File: src/rtl/aes_pkg.sv
// Shared AES-128 key-schedule types, constants and byte/word helpers.
package aes_pkg;

  localparam int NK     = 4;
  localparam int NB     = 4;
  localparam int NR     = 10;
  localparam int WORD_W = 32;

  typedef enum logic [1:0] {
    IDLE   = 2'd0,
    LOAD   = 2'd1,
    EXPAND = 2'd2
  } state_e;

  // Multiply by x in GF(2^8) modulo x^8+x^4+x^3+x+1.
  function automatic logic [7:0] xtime(input logic [7:0] b);
    return {b[6:0], 1'b0} ^ (b[7] ? 8'h1b : 8'h00);
  endfunction

  function automatic logic [31:0] rot_word(input logic [31:0] w);
    return {w[23:0], w[31:24]};
  endfunction

endpackage

File: src/rtl/aes_rcon_gen.sv
// Round-constant register: reloads 0x01 on load, steps by xtime on advance.
// One-cycle update, no backpressure; reset value 0x01.
module aes_rcon_gen
  import aes_pkg::*;
(
  input  logic       clk_i,
  input  logic       rst_i,
  input  logic       load_i,
  input  logic       adv_i,
  output logic [7:0] rcon_o
);

  logic [7:0] rcon_q, rcon_d;

  always_comb begin
    rcon_d = rcon_q;
    if (load_i) begin
      rcon_d = 8'h01;
    end else if (adv_i) begin
      rcon_d = xtime(rcon_q);
    end
  end

  always_ff @(posedge clk_i) begin
    if (rst_i) begin
      rcon_q <= 8'h01;
    end else begin
      rcon_q <= rcon_d;
    end
  end

  assign rcon_o = rcon_q;

endmodule

File: src/rtl/aes_key_sched_ctrl.sv
// AES-128 key expansion sequencer: 4 load cycles then one expanded word per cycle.
// Done pulses 44 edges after key_start; requests while busy are ignored.
module aes_key_sched_ctrl
  import aes_pkg::*;
#(
  parameter int NR     = aes_pkg::NR,
  parameter int WORD_W = aes_pkg::WORD_W
) (
  input  logic                  clock,
  input  logic                  reset,
  input  logic                  key_start,
  output logic [1:0]            key_word_idx,
  input  logic [WORD_W-1:0]     key_word_in,
  output logic [WORD_W-1:0]     sbox_in,
  input  logic [WORD_W-1:0]     sbox_out,
  output logic                  rk_wr_en,
  output logic [3:0]            rk_wr_addr,
  output logic [4*WORD_W-1:0]   rk_wr_data,
  output logic                  busy,
  output logic                  key_expand_done
);

  localparam int LAST_WORD = 4 * (NR + 1) - 1;

  state_e                    state_q, state_d;
  logic [5:0]                cnt_q, cnt_d;
  // Index 0 is the oldest word and lands in the MSBs of the packed window.
  logic [0:3][WORD_W-1:0]    win_q, win_d;
  logic [WORD_W-1:0]         new_word;
  logic                      wr_d;
  logic                      done_d;
  logic                      rk_wr_en_q;
  logic [3:0]                rk_wr_addr_q;
  logic [4*WORD_W-1:0]       rk_wr_data_q;
  logic                      done_q;
  logic [7:0]                rcon;
  logic                      rcon_load;
  logic                      rcon_adv;

  assign rcon_load = (state_q == IDLE) && key_start;
  assign rcon_adv  = (state_q == EXPAND) && (cnt_q[1:0] == 2'd0);

  aes_rcon_gen u_rcon (
    .clk_i  (clock),
    .rst_i  (reset),
    .load_i (rcon_load),
    .adv_i  (rcon_adv),
    .rcon_o (rcon)
  );

  always_comb begin
    state_d  = state_q;
    cnt_d    = cnt_q;
    win_d    = win_q;
    new_word = '0;
    wr_d     = 1'b0;
    done_d   = 1'b0;
    case (state_q)
      IDLE: begin
        if (key_start) begin
          state_d = LOAD;
          cnt_d   = 6'd0;
        end
      end
      LOAD: begin
        win_d = {win_q[1:3], key_word_in};
        cnt_d = cnt_q + 6'd1;
        if (cnt_q == 6'd3) begin
          state_d = EXPAND;
          wr_d    = 1'b1;
        end
      end
      EXPAND: begin
        if (cnt_q[1:0] == 2'd0) begin
          new_word = win_q[0] ^ sbox_out ^ {rcon, {(WORD_W-8){1'b0}}};
        end else begin
          new_word = win_q[0] ^ win_q[3];
        end
        win_d = {win_q[1:3], new_word};
        cnt_d = cnt_q + 6'd1;
        wr_d  = (cnt_q[1:0] == 2'd3);
        if (cnt_q == 6'(LAST_WORD)) begin
          state_d = IDLE;
          cnt_d   = 6'd0;
          done_d  = 1'b1;
        end
      end
      default: begin
        state_d = IDLE;
      end
    endcase
  end

  always_ff @(posedge clock) begin
    if (reset) begin
      state_q      <= IDLE;
      cnt_q        <= 6'd0;
      win_q        <= '0;
      rk_wr_en_q   <= 1'b0;
      rk_wr_addr_q <= 4'd0;
      rk_wr_data_q <= '0;
      done_q       <= 1'b0;
    end else begin
      state_q    <= state_d;
      cnt_q      <= cnt_d;
      win_q      <= win_d;
      rk_wr_en_q <= wr_d;
      done_q     <= done_d;
      if (wr_d) begin
        rk_wr_addr_q <= cnt_q[5:2];
        rk_wr_data_q <= win_d;
      end
    end
  end

  assign key_word_idx    = (state_q == LOAD) ? cnt_q[1:0] : 2'd0;
  assign sbox_in         = rot_word(win_q[3]);
  assign rk_wr_en        = rk_wr_en_q;
  assign rk_wr_addr      = rk_wr_addr_q;
  assign rk_wr_data      = rk_wr_data_q;
  assign busy            = (state_q != IDLE);
  assign key_expand_done = done_q;

endmodule
File: config.mk
export PLATFORM = sky130hd
export DESIGN_NAME = aes_key_sched_ctrl
export DESIGN_NICKNAME = d
export VERILOG_FILES = /design/src/rtl/aes_pkg.sv /design/src/rtl/aes_rcon_gen.sv /design/src/rtl/aes_key_sched_ctrl.sv
export SDC_FILE = /design/constraint.sdc
export NUM_CORES = 1
export LEC_CHECK = 0
export CAP_MARGIN = 25
export CORE_MARGIN = 2
export CORE_UTILIZATION = 55
export DETAILED_ROUTE_END_ITERATION = 10
export PLACE_DENSITY = 0.84
export SLEW_MARGIN = 20
export SYNTH_ARGS = -nofsm -noshare
export SYNTH_HDL_FRONTEND = slang
export SYNTH_SLANG_ARGS = --single-unit
File: constraint.sdc
create_clock -name clock -period 3 [get_ports clock]
set_clock_uncertainty 0.05 [all_clocks]
set_input_delay 0.75 -clock clock [delete_from_list [all_inputs] [get_ports clock]]
set_output_delay 0.75 -clock clock [all_outputs]
set_load 0.03 [all_outputs]
* After elaboration in Yosys (flattened, before gate mapping)
Cells that the tools add are included.
** Word-level totals
- Bits of input ports :: 67
- Register bits :: 278
- Output and inout bits :: 169
- Logic and storage cells :: 49
** Cells by class
- Equal/unequal tests :: 8
- Mux-type cells :: 14
- Reductions and logical operators :: 10
- Add/subtract/negate cells :: 1
- Bitwise logic cells :: 5
** Operators with widths (number)
- case mux 128 bit (2 select lines) :: 1
- XOR 32 bit :: 3
- 2-to-1 mux 32 bit :: 1
- case mux 6 bit (3 select lines) :: 1
- 2-to-1 mux 6 bit :: 2
- 2-to-1 mux 2 bit :: 4
- XOR 8 bit :: 1
- adder 6 x 1 -> 6 bit (second input constant) :: 1
- equality test 6 x 2 -> 1 bit (second input constant) :: 1
- equality test 6 bit (second input constant) :: 1
- case mux 2 bit (3 select lines) :: 1
- 2-to-1 mux 5 bit :: 1
- equality test 2 bit (second input constant) :: 2
- logical NOT 2 bit :: 2
- != test 2 bit (second input constant) :: 2
- OR reduction 2 bit :: 2
- AND reduction 3 bit :: 1
- nonzero test 3 bit :: 1
- equality test 2 x 1 -> 1 bit (second input constant) :: 1
- logical AND 1 bit :: 2
- 2-to-1 mux 1 bit :: 2
- != test 2 x 1 -> 1 bit (second input constant) :: 1
- case mux 1 bit (2 select lines) :: 1
- AND reduction 2 bit :: 1
- 2 further kinds :: 2

* Depth between registers and ports, before layout
- Word-level depth :: 4
- Gate-level depth with buffers :: 10
- Depth with buffers taken out :: 6

* Hierarchy
Synthesis repeated with hierarchy kept, for this count alone.
** Unflattened totals
- Cells, all modules :: 1328
- Area total of the unflattened synthesis :: 11255.8 µm²
** By module, submodules not included
- aes_key_sched_ctrl :: cells each 1297, seq. area each 5405.2 µm², instances 1, area an instance 10938.0 µm²
- aes_rcon_gen :: cells each 31, seq. area each 160.2 µm², instances 1, area an instance 317.8 µm²

* Least setup slack after synthesis
No wires, ideal clock.
- Path kind :: register to output
- From :: register state_q[1]
- To :: output key_word_idx[0]
- Buffers on the path :: 1
- Setup slack :: 963 ps
- Stages on the path, launching flop included :: 6
- Required time :: 2200 ps
- Arrival time :: 1237 ps
- Cell sequence :: dfxtp_1 > inv_1 > ha_1 > buf_2 > inv_1 > nor2_1
** Between the ends
- Longest elaborated chain between the ends :: 2
** Ends and longest elaborated chain
- start, declared :: RTL line aes_key_sched_ctrl.sv:25 : state_e state_q, state_d;
- start signal, assigned :: RTL line aes_key_sched_ctrl.sv:104 : state_q <= state_d;
- equality test 2 x 1 -> 1 bit :: RTL line aes_key_sched_ctrl.sv:116 : assign key_word_idx = (state_q == LOAD) ? cnt_q[1:0] : 2'd0;
- 2-to-1 mux 2 bit :: RTL line aes_key_sched_ctrl.sv:116
- end, declared :: RTL line aes_key_sched_ctrl.sv:12 : output logic [1:0] key_word_idx,
No other way between the ends.

* Worst setup path after layout
- From :: register state_q[0]
- To :: output busy
** Between the ends
- Longest elaborated chain between the ends :: 1
** Ends and longest elaborated chain
- nonzero test 2 bit :: RTL line aes_key_sched_ctrl.sv:121 : assign busy = (state_q != IDLE);
- end, declared :: RTL line aes_key_sched_ctrl.sv:19 : output logic busy,
No other way between the ends.

==> impl_results.md <==
* Req. time, crit path at between 2 and 2.5 ns
* Buffers on Ports at about 240
* Die area at 22200 um2
* Worst-Margin Slew at between 0.8 and 0.9 ns
* Syn nets at 1465
* First-pass GRT wire length at approximately 48000 um
* FFs w/ async S/R, synth at 0%
* Clk slew on worst S/H paths at 0.07 ns
* Final Util at 71.2%
* Footprint of the multi-input gates at around 5200 um2
* Worst Path Class, Setup: reg2out
* Worst-skew pair later-pin latency at 0.54 ns
* Fin crit share at a little over nine tenths
* Max clock buf depth at 3
* Die W at about 150 um
* Hold Path Class: reg2reg
* CTS Buf Count at 28
* Syn Inst Count at 1391
* Initial antenna violation count at 0
* Power Density at about 660 nW/um2
* Placed Area at 13800 um2
* Setup TNS at 0 ns
* Pin count of the biggest net entering global routing at 82
* Register area share after synthesis at around 48%
* Total grt overflow at 0
* Reg area at roughly 5600 um2
* Max transition margin at 46.1%
* H-Tree Level Count at 1
* Critical Path Start Type: flop
* Dpl hpwl at between 15000 and 20000 um
* # setup viols final at 0
* Number of synthesized register bits at 278
* Antenna Nets Post-Route at 0
* Final Hold Fails at 0
* I/O pin total at around 240
* Worst setup EP type: output port
* DR DRC count at 0
* Ant. Diodes at 0
* Crit path DAT at roughly 2.0 ns
* Max cap viols at 0
* Syn_area_per_cell at 8.31 um2
* Final WL at 30900 um
* Clock Tree Root: clkbuf_16
* Die height at approximately 150 um
* Tot Pwr at 9770 uW
* Share of cells above drive strength 1 at ~6.5%
* Number of synthesized flops with an enable pin at 0
* Fillers at about 1600
* Number of global-route vias before repair at between 9000 and 10000
* Vias post-DR at around 10000
* RSZ-0062 raised after global routing: false
* Static leakage at ~0.0053 uW
* Maximum vdd drop at roughly 0.40 mV
* Clock sink total at 278
* Slew Limit Fails at 0
* Syn. warnings at 0
* Starting density of the core at a little under three fifths
* Synthesized area at 11600 um2
* Hold WS at 0.401 ns
* First drt pass iteration count at 5
* CTS tree: built
* Final-stage net count at about 1600
* Routability cong. at approximately 0.85
* Finished layout cell area at around 15000 um2
* First DRT Iteration DRCs at ~680
* Outcome: complete, no violations
* CTS Hold Buffers Added at 0
* WL per Instance at 16.9 um
* GRT Overall Usage at a little over a quarter
* Core area at around 21000 um2
* Post-synth top flop: dfxtp_1
* Final Critical Period at around 2.8 ns
* Synth-to-layout area growth at 28.3%
* Crit-path max FO at 4
* FP Rows at 53
* F_max at roughly 350 MHz
* Post-CTS setup buffers at 0
* Yosys cell types at 39
* Vias per cell at roughly 5.5
## flip-flops by register name, summed over array words and instances (netlist names)
register and count:
u_rcon.rcon_o 8, state_q 2, rk_wr_en 1, rk_wr_addr 4, cnt_q 6, win_q 96, sbox_in 32, rk_wr_data 128
key_expand_done 1
## critical path, cell delays in order, from the launching register on
cell	delay, ns
dfxtp_1	0.43
inv_1	0.15
ha_4	0.20
inv_1	0.05
clkdlybuf4s50_1	0.66
## power breakdown
| part | switching, uW | internal [uW] |
|---|---|---|
| sequential | 249 | 3840 |
| combinational | 1170 | 665 |
| clock | 1450 | 2400 |
## final cells by class
cell class	count	share of cell area, %
repair buffers	255	17.5
clock inverters	9	0.996
well taps	275	2.32
flip-flops and latches	278	37.5
inverters	6	0.152
multi-input cells	963	35.4
clock buffers	43	6.06
## per-layer routing
layer	vias up	GRT usage, %	part of all wire, %
met3	65	3.88	6.9
met1	4692	35.2	42
met5	-	0	0
li1	4879	-	-
met2	392	45.3	48
met4	0	8.29	2.8
## synth_stat cells, types with 2 or more instances
cell,n,area [um2]
a211oi_2,20,250
nand2_1,212,796
a41o_1,2,20.0
xnor2_1,39,342
buf_2,34,170
inv_1,6,22.5
a21oi_1,210,1050
buf_6,6,67.6
a21boi_0,7,52.6
nor2_1,188,706
mux2i_1,26,260
nand2b_1,2,12.5
a21o_1,2,15.0
nor2b_1,97,607
buf_1,2,7.51
clkbuf_1,61,229
nand3_1,30,150
ha_1,7,87.6
nand3b_1,4,30.0
dfxtp_1,278,5570
nor3b_1,2,15.0
nor3_1,48,240
o21ai_0,2,10.0
nand4bb_1,5,56.3
o311ai_0,8,70.1
a211oi_1,31,233
a221oi_1,2,17.5
and3_1,8,50.1
buf_4,41,308
or4bb_1,2,22.5
## placed cells by master (no fill, tap or decap), drive strengths merged, types with 6 or more instances in the layout
master,Yosys,layout
nor2,188,188
o311ai,8,8
a21oi,210,210
xnor2,39,39
ha,7,7
clkbuf,61,44
nand2,212,212
nor2b,97,97
nor3,48,48
mux2i,26,26
a211oi,51,51
a21boi,7,7
and3,8,8
clkdlybuf4s50,0,232
dfxtp,278,278
nand3,30,30
inv,6,6
buf,83,22
## through the flow
stage	worst slack, ns	cells
finish	0.172	1829
detailed placement	0.530	1777
global placement	0.576	1777
floorplan	0.963	1391
global route	0.112	1829
CTS	0.0287	1829
## repair_timing
item                                   CTS  global route
resized for setup                        0             1
endpoints found under the hold margin    0             0
setup endpoints to repair                0             2
## cells by family (layout without fill, tap and decap cells)
| family | after synthesis | in the layout | synth area share (%) |
|---|---|---|---|
| buffers and inverters | 150 | 313 | 6.96 |
| muxes | 26 | 26 | 2.25 |
| AOI/OAI and AO/OA | 288 | 288 | 15.2 |
| DFF | 278 | 278 | 48.2 |
| xor gates and xnor gates | 39 | 39 | 2.96 |
| adders and majority gates | 7 | 7 | 0.758 |
| and+or+nand+nor | 603 | 603 | 23.7 |
## final timing paths
| check | depth (start not counted) | startpoint | slack (ns) | end |
|---|---|---|---|---|
| setup reg to reg | 7 | state_q[0] | 0.43 | rk_wr_data[2] |
| hold / removal | 2 | rk_wr_data[50] | 0.40 | rk_wr_data[50] |
| setup / recovery | 4 | state_q[0] | 0.17 | busy |
| hold reg to reg | 2 | rk_wr_data[50] | 0.40 | rk_wr_data[50] |
Note: power is estimated with default switching activity, not from simulation.
